**src/rtl/chunked_magnitude_comparator_pkg.sv**
```systemverilog
// Shared types for the chunked magnitude comparator: FSM states and one-hot result codes.
// Optional build macro SIGNED_CMP_EN is consumed by the top, not here.
package cmp_pkg;

  typedef enum logic [1:0] {
    IDLE,
    RUN,
    DONE
  } state_e;

  localparam logic [2:0] CMP_EQ = 3'b001;
  localparam logic [2:0] CMP_GT = 3'b010;
  localparam logic [2:0] CMP_LT = 3'b100;

  function automatic logic [2:0] encode_result(input logic decided, input logic gt, input logic lt);
    logic [2:0] res;
    res = '0;
    if (!decided)  res = CMP_EQ;
    else if (gt)   res = CMP_GT;
    else if (lt)   res = CMP_LT;
    return res;
  endfunction

endpackage

```
**src/rtl/chunked_magnitude_comparator_if.sv**
```systemverilog
// Beat-streaming bus between an operand source (master) and the comparator (slave).
interface chunked_magnitude_comparator_if #(
  parameter int unsigned CHUNK_W = 8
) ();

  logic               start;
  logic               in_valid;
  logic               in_ready;
  logic [CHUNK_W-1:0] a_chunk;
  logic [CHUNK_W-1:0] b_chunk;
  logic               busy;
  logic               done;
  logic               eq;
  logic               gt;
  logic               lt;

  modport master (
    output start, in_valid, a_chunk, b_chunk,
    input  in_ready, busy, done, eq, gt, lt
  );

  modport slave (
    input  start, in_valid, a_chunk, b_chunk,
    output in_ready, busy, done, eq, gt, lt
  );

endinterface

```
**src/rtl/chunked_magnitude_comparator_chunk_cmp.sv**
```systemverilog
// Combinational compare of one chunk: XNOR equality and MSB-first greater-than scan.
// is_signed inverts the MSB of both operands so two's-complement ordering falls out of the unsigned scan.
module chunk_cmp #(
  parameter int unsigned W = 8
) (
  input  logic [W-1:0] a,
  input  logic [W-1:0] b,
  input  logic         is_signed,
  output logic         eq,
  output logic         gt,
  output logic         lt
);

  logic [W-1:0] a_m;
  logic [W-1:0] b_m;
  logic         found;

  assign eq = &(a ~^ b);
  assign lt = ~eq & ~gt;

  always_comb begin
    a_m        = a;
    b_m        = b;
    a_m[W-1]   = a[W-1] ^ is_signed;
    b_m[W-1]   = b[W-1] ^ is_signed;
    gt         = 1'b0;
    found      = 1'b0;
    for (int unsigned i = 0; i < W; i++) begin
      if (!found && (a_m[W-1-i] != b_m[W-1-i])) begin
        gt    = a_m[W-1-i];
        found = 1'b1;
      end
    end
  end

endmodule

```
**src/rtl/chunked_magnitude_comparator.sv**
```systemverilog
// Sequential A?B comparator fed MSB chunk first; registered one-hot eq/gt/lt and a done pulse.
// Define SIGNED_CMP_EN to treat full operands as two's complement (first beat compared signed).
module chunked_magnitude_comparator
  import cmp_pkg::*;
#(
  parameter int unsigned CHUNK_W    = 8,
  parameter int unsigned NUM_CHUNKS = 4
) (
  input  logic                           clk,
  input  logic                           rst,
  chunked_magnitude_comparator_if.slave  bus
);

  localparam int unsigned     CNT_W = $clog2(NUM_CHUNKS) + 1;
  localparam logic [CNT_W-1:0] LAST = CNT_W'(NUM_CHUNKS - 1);

  state_e           state_q;
  logic [CNT_W-1:0] cnt_q;
  logic             decided_q;
  logic             gt_r_q;
  logic             lt_r_q;
  logic             in_ready_q;
  logic             busy_q;
  logic             done_q;
  logic [2:0]       result_q;

  logic             decided_d;
  logic             gt_r_d;
  logic             lt_r_d;
  logic             c_eq, c_gt, c_lt;
  logic             is_signed;
  logic             accept;
  logic             start_ok;

`ifdef SIGNED_CMP_EN
  assign is_signed = (cnt_q == '0);
`else
  assign is_signed = 1'b0;
`endif

  chunk_cmp #(.W(CHUNK_W)) u_chunk_cmp (
    .a         (bus.a_chunk),
    .b         (bus.b_chunk),
    .is_signed (is_signed),
    .eq        (c_eq),
    .gt        (c_gt),
    .lt        (c_lt)
  );

  // in_ready_q is only ever high in RUN, so it doubles as the state qualifier.
  assign accept   = bus.in_valid && in_ready_q;
  assign start_ok = bus.start && (state_q != RUN);

  // First unequal chunk decides; later beats only advance the counter.
  always_comb begin
    decided_d = decided_q;
    gt_r_d    = gt_r_q;
    lt_r_d    = lt_r_q;
    if (accept && !decided_q && !c_eq) begin
      decided_d = 1'b1;
      gt_r_d    = c_gt;
      lt_r_d    = c_lt;
    end
  end

  always_ff @(posedge clk or posedge rst) begin
    if (rst) begin
      state_q    <= IDLE;
      cnt_q      <= '0;
      decided_q  <= 1'b0;
      gt_r_q     <= 1'b0;
      lt_r_q     <= 1'b0;
      in_ready_q <= 1'b0;
      busy_q     <= 1'b0;
      done_q     <= 1'b0;
      result_q   <= '0;
    end else begin
      done_q <= 1'b0;
      if (start_ok) begin
        state_q    <= RUN;
        cnt_q      <= '0;
        decided_q  <= 1'b0;
        gt_r_q     <= 1'b0;
        lt_r_q     <= 1'b0;
        result_q   <= '0;
        in_ready_q <= 1'b1;
        busy_q     <= 1'b1;
      end else begin
        case (state_q)
          IDLE: ;
          RUN: begin
            if (accept) begin
              decided_q <= decided_d;
              gt_r_q    <= gt_r_d;
              lt_r_q    <= lt_r_d;
              if (cnt_q == LAST) begin
                state_q    <= DONE;
                done_q     <= 1'b1;
                in_ready_q <= 1'b0;
                busy_q     <= 1'b0;
                result_q   <= encode_result(decided_d, gt_r_d, lt_r_d);
              end else begin
                cnt_q <= cnt_q + CNT_W'(1);
              end
            end
          end
          DONE:    state_q <= IDLE;
          default: state_q <= IDLE;
        endcase
      end
    end
  end

  assign bus.in_ready = in_ready_q;
  assign bus.busy     = busy_q;
  assign bus.done     = done_q;
  assign bus.eq       = |(result_q & CMP_EQ);
  assign bus.gt       = |(result_q & CMP_GT);
  assign bus.lt       = |(result_q & CMP_LT);

endmodule

```
**src/flat_wrapper.sv**
```systemverilog
// flat-port wrapper written by rule: the top's interface ports become plain ports
module chunked_magnitude_comparator_flat import cmp_pkg::*;
#(
  parameter int unsigned CHUNK_W    = 8,
  parameter int unsigned NUM_CHUNKS = 4
)
  (clk, rst, bus_start, bus_in_valid, bus_a_chunk, bus_b_chunk, bus_in_ready, bus_busy, bus_done, bus_eq, bus_gt, bus_lt);
  chunked_magnitude_comparator_if #(.CHUNK_W(CHUNK_W)) bus_i ();
  input  logic clk;
  input  logic rst;
  input wire logic [$bits(bus_i.start)-1:0] bus_start;
  input wire logic [$bits(bus_i.in_valid)-1:0] bus_in_valid;
  input wire logic [$bits(bus_i.a_chunk)-1:0] bus_a_chunk;
  input wire logic [$bits(bus_i.b_chunk)-1:0] bus_b_chunk;
  output wire logic [$bits(bus_i.in_ready)-1:0] bus_in_ready;
  output wire logic [$bits(bus_i.busy)-1:0] bus_busy;
  output wire logic [$bits(bus_i.done)-1:0] bus_done;
  output wire logic [$bits(bus_i.eq)-1:0] bus_eq;
  output wire logic [$bits(bus_i.gt)-1:0] bus_gt;
  output wire logic [$bits(bus_i.lt)-1:0] bus_lt;
  assign bus_i.start = bus_start;
  assign bus_i.in_valid = bus_in_valid;
  assign bus_i.a_chunk = bus_a_chunk;
  assign bus_i.b_chunk = bus_b_chunk;
  assign bus_in_ready = bus_i.in_ready;
  assign bus_busy = bus_i.busy;
  assign bus_done = bus_i.done;
  assign bus_eq = bus_i.eq;
  assign bus_gt = bus_i.gt;
  assign bus_lt = bus_i.lt;
  chunked_magnitude_comparator #(.CHUNK_W(CHUNK_W), .NUM_CHUNKS(NUM_CHUNKS)) u_core (.clk(clk), .rst(rst), .bus(bus_i));
endmodule
```
**config.mk**
```make
export PLATFORM = sky130hd
export DESIGN_NAME = chunked_magnitude_comparator_flat
export DESIGN_NICKNAME = d
export VERILOG_FILES = /design/src/rtl/chunked_magnitude_comparator_pkg.sv /design/src/rtl/chunked_magnitude_comparator_if.sv /design/src/rtl/chunked_magnitude_comparator_chunk_cmp.sv /design/src/rtl/chunked_magnitude_comparator.sv /design/src/flat_wrapper.sv
export SDC_FILE = /design/constraint.sdc
export NUM_CORES = 1
export LEC_CHECK = 0
export CAP_MARGIN = 10
export CORE_ASPECT_RATIO = 1.2
export CORE_MARGIN = 4
export CORE_UTILIZATION = 40
export CTS_BUF_LIST = sky130_fd_sc_hd__clkbuf_4
export DETAILED_ROUTE_END_ITERATION = 16
export MAX_ROUTING_LAYER = met4
export PLACE_DENSITY = 0.68
export SYNTH_ARGS = -nofsm -noshare
export SYNTH_HDL_FRONTEND = slang
export SYNTH_HIERARCHICAL = 1
export SYNTH_SLANG_ARGS = --single-unit
```
**constraint.sdc**
```tcl
create_clock -name clk -period 1.5 [get_ports clk]
set_input_delay 0.15 -clock clk [delete_from_list [all_inputs] [get_ports clk]]
set_output_delay 0.15 -clock clk [all_outputs]
set_load 0.05 [all_outputs]
```
---- Word-level counts from Yosys, hierarchy flattened ----
Cells that the tools add are included.
cells by class
  add/subtract/negate cells ............... 1
  $mul .................................... 0
  divide/modulo/power cells ............... 0
  order comparisons ....................... 0
  equality and inequality tests ........... 15
  shifts and indexed selects .............. 0
  multiplexer cells ....................... 50
  bitwise gates (word level) .............. 4
  reductions and logical operators ........ 29
operators with widths
  kind                                                    count
  2-to-1 mux 1 bit                                        35
  2-to-1 mux 3 bit                                        11
  logical AND 1 bit                                       11
  zero test 1 bit                                         9
  AND reduction 3 bit                                     3
  inequality test 1 bit                                   8
  AND reduction 8 bit                                     1
  bitwise XNOR 8 bit                                      1
  2-to-1 mux 2 bit                                        3
  inequality test 2 x 1 -> 1 bit (second input constant)  3
  inequality test 3 x 1 -> 1 bit (second input constant)  2
  nonzero test 2 bit                                      3
  case mux 2 bit (2 select lines)                         1
  adder 3 x 1 -> 3 bit (second input constant)            1
  == test 3 x 2 -> 1 bit (second input constant)          1
  == test 2 x 1 -> 1 bit (second input constant)          1
  zero test 2 bit                                         1
  NOT 1 bit                                               2
  AND reduction 2 bit                                     1
  bitwise AND 1 bit                                       1
word-level totals
  register bits ........................... 13
  bits in latches ......................... 0
  RAM bits ................................ 0
  memory bits (read-only) ................. 0
  input port bits ......................... 20
  word-level logic and storage cells ...... 107
  memories ................................ 0

---- Logic depth before layout (Yosys ltp) ----
Gate-level depths: netlist of the first run.
  word-level depth ........................ 33
  gate-level depth with buffers ........... 9
  depth with buffers taken out ............ 9

---- Modules after synthesis ----
Netlist of the first run, hierarchy kept.
modules (own cells, without submodules)
  module                        instances  cells an instance  area each (µm²)  seq. area each (µm²)
  chunked_magnitude_comparator  1          58                 639.4            325.3
  chunk_cmp                     1          40                 290.3            0.0

---- Worst setup path after synthesis of the first run ----
Ideal clock, no wire load.
  path type ............................... input-to-reg
  start point ............................. input port bus_b_chunk[4]
  end point ............................... register u_core.gt_r_q
  setup time .............................. 0.121 ns
  arrival time ............................ 1.775 ns
  setup slack ............................. -0.396 ns
  cell stages on the path ................. 6
  path buffers ............................ 0
  cells stage by stage .................... xor2_1 > nor4_1 > nor4b_2 > and4bb_4 > mux2_4 > a22o_1
on the way
  elaborated cells between the ends (all ways) .. 27
RTL lines
  item                  RTL line                                      text
  from (decl)           flat_wrapper.sv:14                            input wire logic [$bits(bus_i.b_chunk)-1:0] bus_b_chunk;
  bitwise XNOR 8 bit    chunked_magnitude_comparator_chunk_cmp.sv:18  assign eq = &(a ~^ b);
  AND reduction 8 bit   chunked_magnitude_comparator_chunk_cmp.sv:18
  via u_core.c_eq       chunked_magnitude_comparator.sv:30            logic c_eq, c_gt, c_lt;
  zero test 1 bit       chunked_magnitude_comparator.sv:59            if (accept && !decided_q && !c_eq) begin
  logical AND 1 bit     chunked_magnitude_comparator.sv:59
  2-to-1 mux 1 bit      chunked_magnitude_comparator.sv:59
  2-to-1 mux 1 bit      chunked_magnitude_comparator.sv:92            if (accept) begin
  2-to-1 mux 1 bit      chunked_magnitude_comparator.sv:89            case (state_q)
  2-to-1 mux 1 bit      chunked_magnitude_comparator.sv:79            if (start_ok) begin
  to (signal assigned)  chunked_magnitude_comparator.sv:94            gt_r_q <= gt_r_d;
  to (decl)             chunked_magnitude_comparator.sv:20            logic gt_r_q;
The timed path passes the listed nets, and every way through them passes these cells. The select of a mux whose other input is x is not followed.
A chain may end at the register's enable or synchronous reset.

---- Worst setup path in the final report of the first run ----
  start point ............................. input port bus_a_chunk[1]
  end point ............................... register u_core.gt_r_q
on the way
  elaborated cells between the ends (all ways) .. 15
RTL lines
  item                 RTL line                                      text
  from (decl)          flat_wrapper.sv:13                            input wire logic [$bits(bus_i.a_chunk)-1:0] bus_a_chunk;
  bitwise XNOR 8 bit   chunked_magnitude_comparator_chunk_cmp.sv:18
  AND reduction 8 bit  chunked_magnitude_comparator_chunk_cmp.sv:18
  via u_core.c_eq      chunked_magnitude_comparator.sv:30
  zero test 1 bit      chunked_magnitude_comparator.sv:59
  logical AND 1 bit    chunked_magnitude_comparator.sv:59
  2-to-1 mux 1 bit     chunked_magnitude_comparator.sv:59
  2-to-1 mux 1 bit     chunked_magnitude_comparator.sv:92
  2-to-1 mux 1 bit     chunked_magnitude_comparator.sv:89
  2-to-1 mux 1 bit     chunked_magnitude_comparator.sv:79
The timed path passes the listed nets, and every way through them passes these cells. The select of a mux whose other input is x is not followed.

==> results.cfg, run 1 <==
[finish]
drive_gt1_share_pct = 49.3
fillers = 163
nNetsFinal = 176
final_util_pct = 71.4
areaGrowthSynthToFinish_pct = 64.3
diodes = 0
postLayoutCellArea_sq_mm = 0.00153

[timing]
period_share_pct = 113
clock.fmax_mhz = 593
fin_crit_ps = 1690
rsz0062_at_grt = true
whs_ps = 196
setup_ws_ps = -188
fin_worst_skew_ps = 1.59
maxSlewViolCount = 0
setup_viol = 5
finalHoldViolCount = 0

[power_and_ir_drop]
p_leak_uw = 0.000713
power-per-cell-area_mw_per_mm2 = 1220
p_total_uw = 1870
peakVddDrop_v = 0.000885

[synthesis]
synth_cells = 98
synth_top_area_share_pct = 35.0
ys_top_cells_by_area = dfrtp_1 35%, xor2_1 6.6%, nand2b_1 5.4%
synth-edff-count = 0
synth_commonest_cells = 13 x dfrtp_1, 11 x inv_1, 8 x nand2b_1
ys_seq_elements = 13
ys_seq_area_share_pct = 35.0
synth_area_sq_um = 930
synth-main-ff-cell = dfrtp_1
synth.most_common_cell = dfrtp_1
syn_avg_cell_area_sq_um = 9.49
synth_top_cell_by_area = dfrtp_1
synth-async-reset-ratio_pct = 100
ys_types = 40
yosysWarningCount = 6

[worst_setup_path]
path_max_fanout = 3
path_class = input pin to register
cp-end-kind = register
arrival_ps = 1850
startpoint_type = input pin
startpoint = bus_a_chunk[1]
reg2reg_from = u_core/state_q[1]
cp.required_ps = 1660

[status]
violations = negative setup slack
status = finished, violations left

[cts]
cts_buffers = 3
cts_tree = done
clock-root-buffer = clkbuf_4
cts_sinks = 13
path_clk_slew_ps = 70
cts_buffer_depth = 2
h-tree-depth = 1
clk_latency_ps = 270

[worst_hold_path]
hold_class = input pin to async pin

[floorplan]
die_h_um = 60.8
ios = 26
num_rows = 18
core_sq_mm = 0.00214
dieArea_sq_mm = 0.00316
start_util_pct = 43.5
die_w_um = 52.0

[routing]
ant_nets = 0
drt-total-wl_mm = 2.74
avgRoutedWirePerCell_um = 15.0
dr.first_iter.drc_count = 22
vias = 957
drc = 0
routed_via_density = 5.26
drt_pass1_iterations = 4

[flow_run]
cap_violations = 0

[global_routing]
grt_max_degree = 14
grt_pass1_wl_mm = 4.23
overflow = 0
gr-usage-all-layers_pct = 18.7
antenna_found_initial = 0
grt_pass1_vias = 951

[placed_design]
port_buffers = 25
place_area_sq_mm = 0.00137
place_congestion = 0.861
hpwl_mm = 2.01
-- where the power goes --
part | total, uW | switching (uW) | internal [uW]
clock | 225 | 104 | 121
combinational | 1090 | 593 | 494
sequential | 555 | 90.0 | 465
-- cell families after synthesis --
group | after synthesis | synth area share, %
and+or+nand+nor | 27 | 19.7
adders and majority gates | 5 | 6.46
DFF | 13 | 35.0
AOI/OAI and AO/OA | 28 | 21.4
other | 1 | 0.403
muxes | 3 | 3.77
xor gates and xnor gates | 8 | 7.54
buffers and inverters | 13 | 5.79
-- critical path, stage by stage --
cell and delay [ps]:
dlygate4sd2_1 250, nand2b_1 170, nand4_1 200, nor4b_4 280, and4bb_4 260, mux2_4 310, a22o_1 210
-- per-layer routing --
metal | part of all wire, % | GRT usage, %
met1 | 35 | 18.1
met2 | 56 | 36.3
met3 | 5.8 | 1.97
met4 | 3.4 | 8.99
met5 | 0 | -
-- state kept, by name, summed over array words and instances, names as in the netlist --
name              flops
u_core/cnt_q          3
u_core/result_q       3
u_core/state_q        2
u_core/bus.busy       1
u_core/bus.done       1
u_core/decided_q      1
u_core/gt_r_q         1
u_core/lt_r_q         1
-- metrics by stage --
| stage | std cells | worst slack [ps] | setup TNS (ps) |
|---|---|---|---|
| CTS | 181 | -223 | -658 |
| detailed placement | 173 | -877 | -4610 |
| finish | 182 | -188 | -687 |
| global placement | 173 | -807 | -4300 |
| global route | 182 | -251 | -1080 |
| floorplan | 99 | -261 | -644 |
-- layout by cell type (no fill, tap or decap), drive strengths merged, types with 2 or more instances in the layout --
| master | Yosys | routed |
|---|---|---|
| ha | 3 | 3 |
| nor2 | 3 | 3 |
| buf | 2 | 41 |
| o31ai | 2 | 2 |
| conb | 1 | 2 |
| a211oi | 2 | 2 |
| clkdlybuf4s50 | 0 | 3 |
| nand3 | 2 | 2 |
| a31oi | 2 | 2 |
| xor2 | 7 | 7 |
| mux2i | 2 | 2 |
| nand2 | 2 | 2 |
| dlygate4sd2 | 0 | 5 |
| inv | 11 | 11 |
| clkbuf | 0 | 5 |
| o2bb2ai | 2 | 2 |
| dfrtp | 13 | 13 |
| nand2b | 8 | 8 |
| a21oi | 6 | 6 |
| o21ai | 6 | 6 |
| nor2b | 2 | 2 |
| o221ai | 2 | 2 |
| maj3 | 2 | 2 |
-- path summary, 6_finish.rpt --
kind                                            to  slack (ps)  depth (start not counted)
max in group asynchronous          u_core/bus.busy         960                          2
worst min-delay path               u_core/cnt_q[1]         200                          2
min in group clk                     u_core/lt_r_q         520                          1
worst max register to register  u_core/result_q[2]          90                          4
worst max-delay path                 u_core/gt_r_q        -190                          7
worst min register to register       u_core/lt_r_q         520                          1
-- cell type report --
cell class              count  area [sq um]  share of cell area (%)
clock buffers               4          30.0                    1.97
inverters                  11          41.3                    2.70
multi-input cells          73           699                    45.8
flip-flops and latches     13           327                    21.4
well taps                  30          37.5                    2.46
repair buffers             51           393                    25.7
-- timing repair --
| item | 4_1_cts | 5_1_grt |
|---|---|---|
| gates resized for setup | 58 | 12 |
| hold buffers | 0 | 0 |
| pin swaps | 21 | 9 |
| setup endpoints to repair | 6 | 8 |
| setup buffers | 4 | 1 |
Note: power is estimated with default switching activity, not from simulation.
==> run 2: changes to the inputs <==
- HOLD_SLACK_MARGIN: not set -> 0.12
- PLACE_DENSITY: 0.68 -> 0.75
==> results.cfg, run 2 (synthesis results as in run 1) <==
[timing]
whs_ps = 198
setup_ws_ps = -204
period_share_pct = 114
clock.fmax_mhz = 587
setup_tns_ps = -676
setup_viol = 5
maxSlewViolCount = 0
finalHoldViolCount = 0
rsz0062_at_grt = true
fin_crit_ps = 1700
fin_worst_skew_ps = 2.16

[worst_setup_path]
cp-end-kind = register
arrival_ps = 1870
startpoint_type = input pin
path_class = input pin to register
cp.required_ps = 1660
path_max_fanout = 3

[global_routing]
grt_pass1_vias = 1067
overflow = 0
antenna_found_initial = 0
grt_pass1_wl_mm = 4.45
gr-usage-all-layers_pct = 19.3
grt_max_degree = 14

[cts]
cts-hold-fix-buffers = 0
cts_buffer_depth = 2
h-tree-depth = 1
clk_latency_ps = 270
cts_sinks = 13
cts_tree = done
path_clk_slew_ps = 80
clock-root-buffer = clkbuf_4
cts_buffers = 3

[status]
status = finished, violations left
violations = negative setup slack

[finish]
final_common_cell = buf_4
drive_gt1_share_pct = 48.7
fillers = 160
stdcell_count = 180
areaGrowthSynthToFinish_pct = 70.7
diodes = 0
nNetsFinal = 174
reg.largest.list = u_core/cnt_q x3, u_core/result_q x3, u_core/state_q x2
final_cell_mix = 30 x buf_4, 12 x dfrtp_1, 10 x inv_1
postLayoutCellArea_sq_mm = 0.00159

[routing]
avgRoutedWirePerCell_um = 16.0
drt_pass1_iterations = 4
routed_via_density = 5.37
vias = 966
drc = 0
drt-total-wl_mm = 2.88
dr.first_iter.drc_count = 23
ant_nets = 0

[power_and_ir_drop]
peakVddDrop_v = 0.000963
p_seq_share_pct = 29.2
p_comb_share_pct = 59.0
swShare_pct = 43.3
p_switching_uw = 839
p_leak_uw = 0.000717
p_clk_share_pct = 11.9
internal-power_uw = 1100
power-per-cell-area_mw_per_mm2 = 1220

[placed_design]
hpwl_mm = 2.01
port_buffers = 25
place_ws_ps = -860
place_congestion = 0.878
place_area_sq_mm = 0.00137
place_inst = 173

[flow_run]
cap_violations = 0

[worst_hold_path]
hold_class = input pin to async pin

[floorplan]
die_h_um = 60.8
core_sq_mm = 0.00214
num_rows = 18
start_util_pct = 43.5
dieArea_sq_mm = 0.00316
die_w_um = 52.0
ios = 26
-- run 2: area by class of cell --
type | count | area, sq um | share of cell area [%]
multi-input combinational | 73 | 742 | 46.8
timing repair buffer | 49 | 409 | 25.8
sequential | 13 | 327 | 20.6
inverter | 11 | 41.3 | 2.60
tap | 30 | 37.5 | 2.37
clock buffer | 4 | 30.0 | 1.89
-- run 2: worst paths after layout --
kind | startpoint | endpoint | slack [ps] | cells past startpoint
worst max-delay path | bus_b_chunk[4] | u_core/gt_r_q | -200 | 7
worst min-delay path | rst | u_core/result_q[0] | 200 | 2
worst max register to register | u_core/decided_q | u_core/gt_r_q | 20 | 3
worst min register to register | u_core/gt_r_q | u_core/gt_r_q | 530 | 1
max in group asynchronous | rst | u_core/bus.busy | 950 | 2
min in group clk | u_core/gt_r_q | u_core/gt_r_q | 530 | 1
-- run 2: per-stage QoR --
step           power (uW)  util [%]
4_1_cts              1810      69.1
6_report             1940      74.2
2_1_floorplan        1170         -
5_1_grt              2070      74.2
3_3_place_gp         1480      64.0
3_5_place_dp         1520      64.0
-- run 2: per-layer routing --
layer	vias up	share of wire, %	track usage (%)
li1	450	-	-
met4	0	2.3	5.24
met5	-	0	-
met3	9	4.8	2.95
met2	41	53	36.4
met1	466	40	20.5
-- run 2: what timing repair did --
item / in CTS / in global routing
cloned: 0 / 0
pin swaps: 23 / 8
gates resized for setup: 58 / 19
buffers inserted: 1 / 2
setup endpoints to repair: 6 / 8
-- run 2: worst max-delay path: stages --
cell      delay [ps]
buf_8            100
xor2_2           160
nor4_2           350
nor4b_4          280
and4bb_4         300
mux2_4           320
a22o_1           210
-- run 2: power by group through the flow --
stage          logic [uW]  registers, uW  clock network [uW]
2_1_floorplan         488            681                   0
3_3_place_gp          929            555                   0
3_5_place_dp          958            562                   0
4_1_cts              1010            561                 238
5_1_grt              1230            581                 257
6_report             1140            566                 230
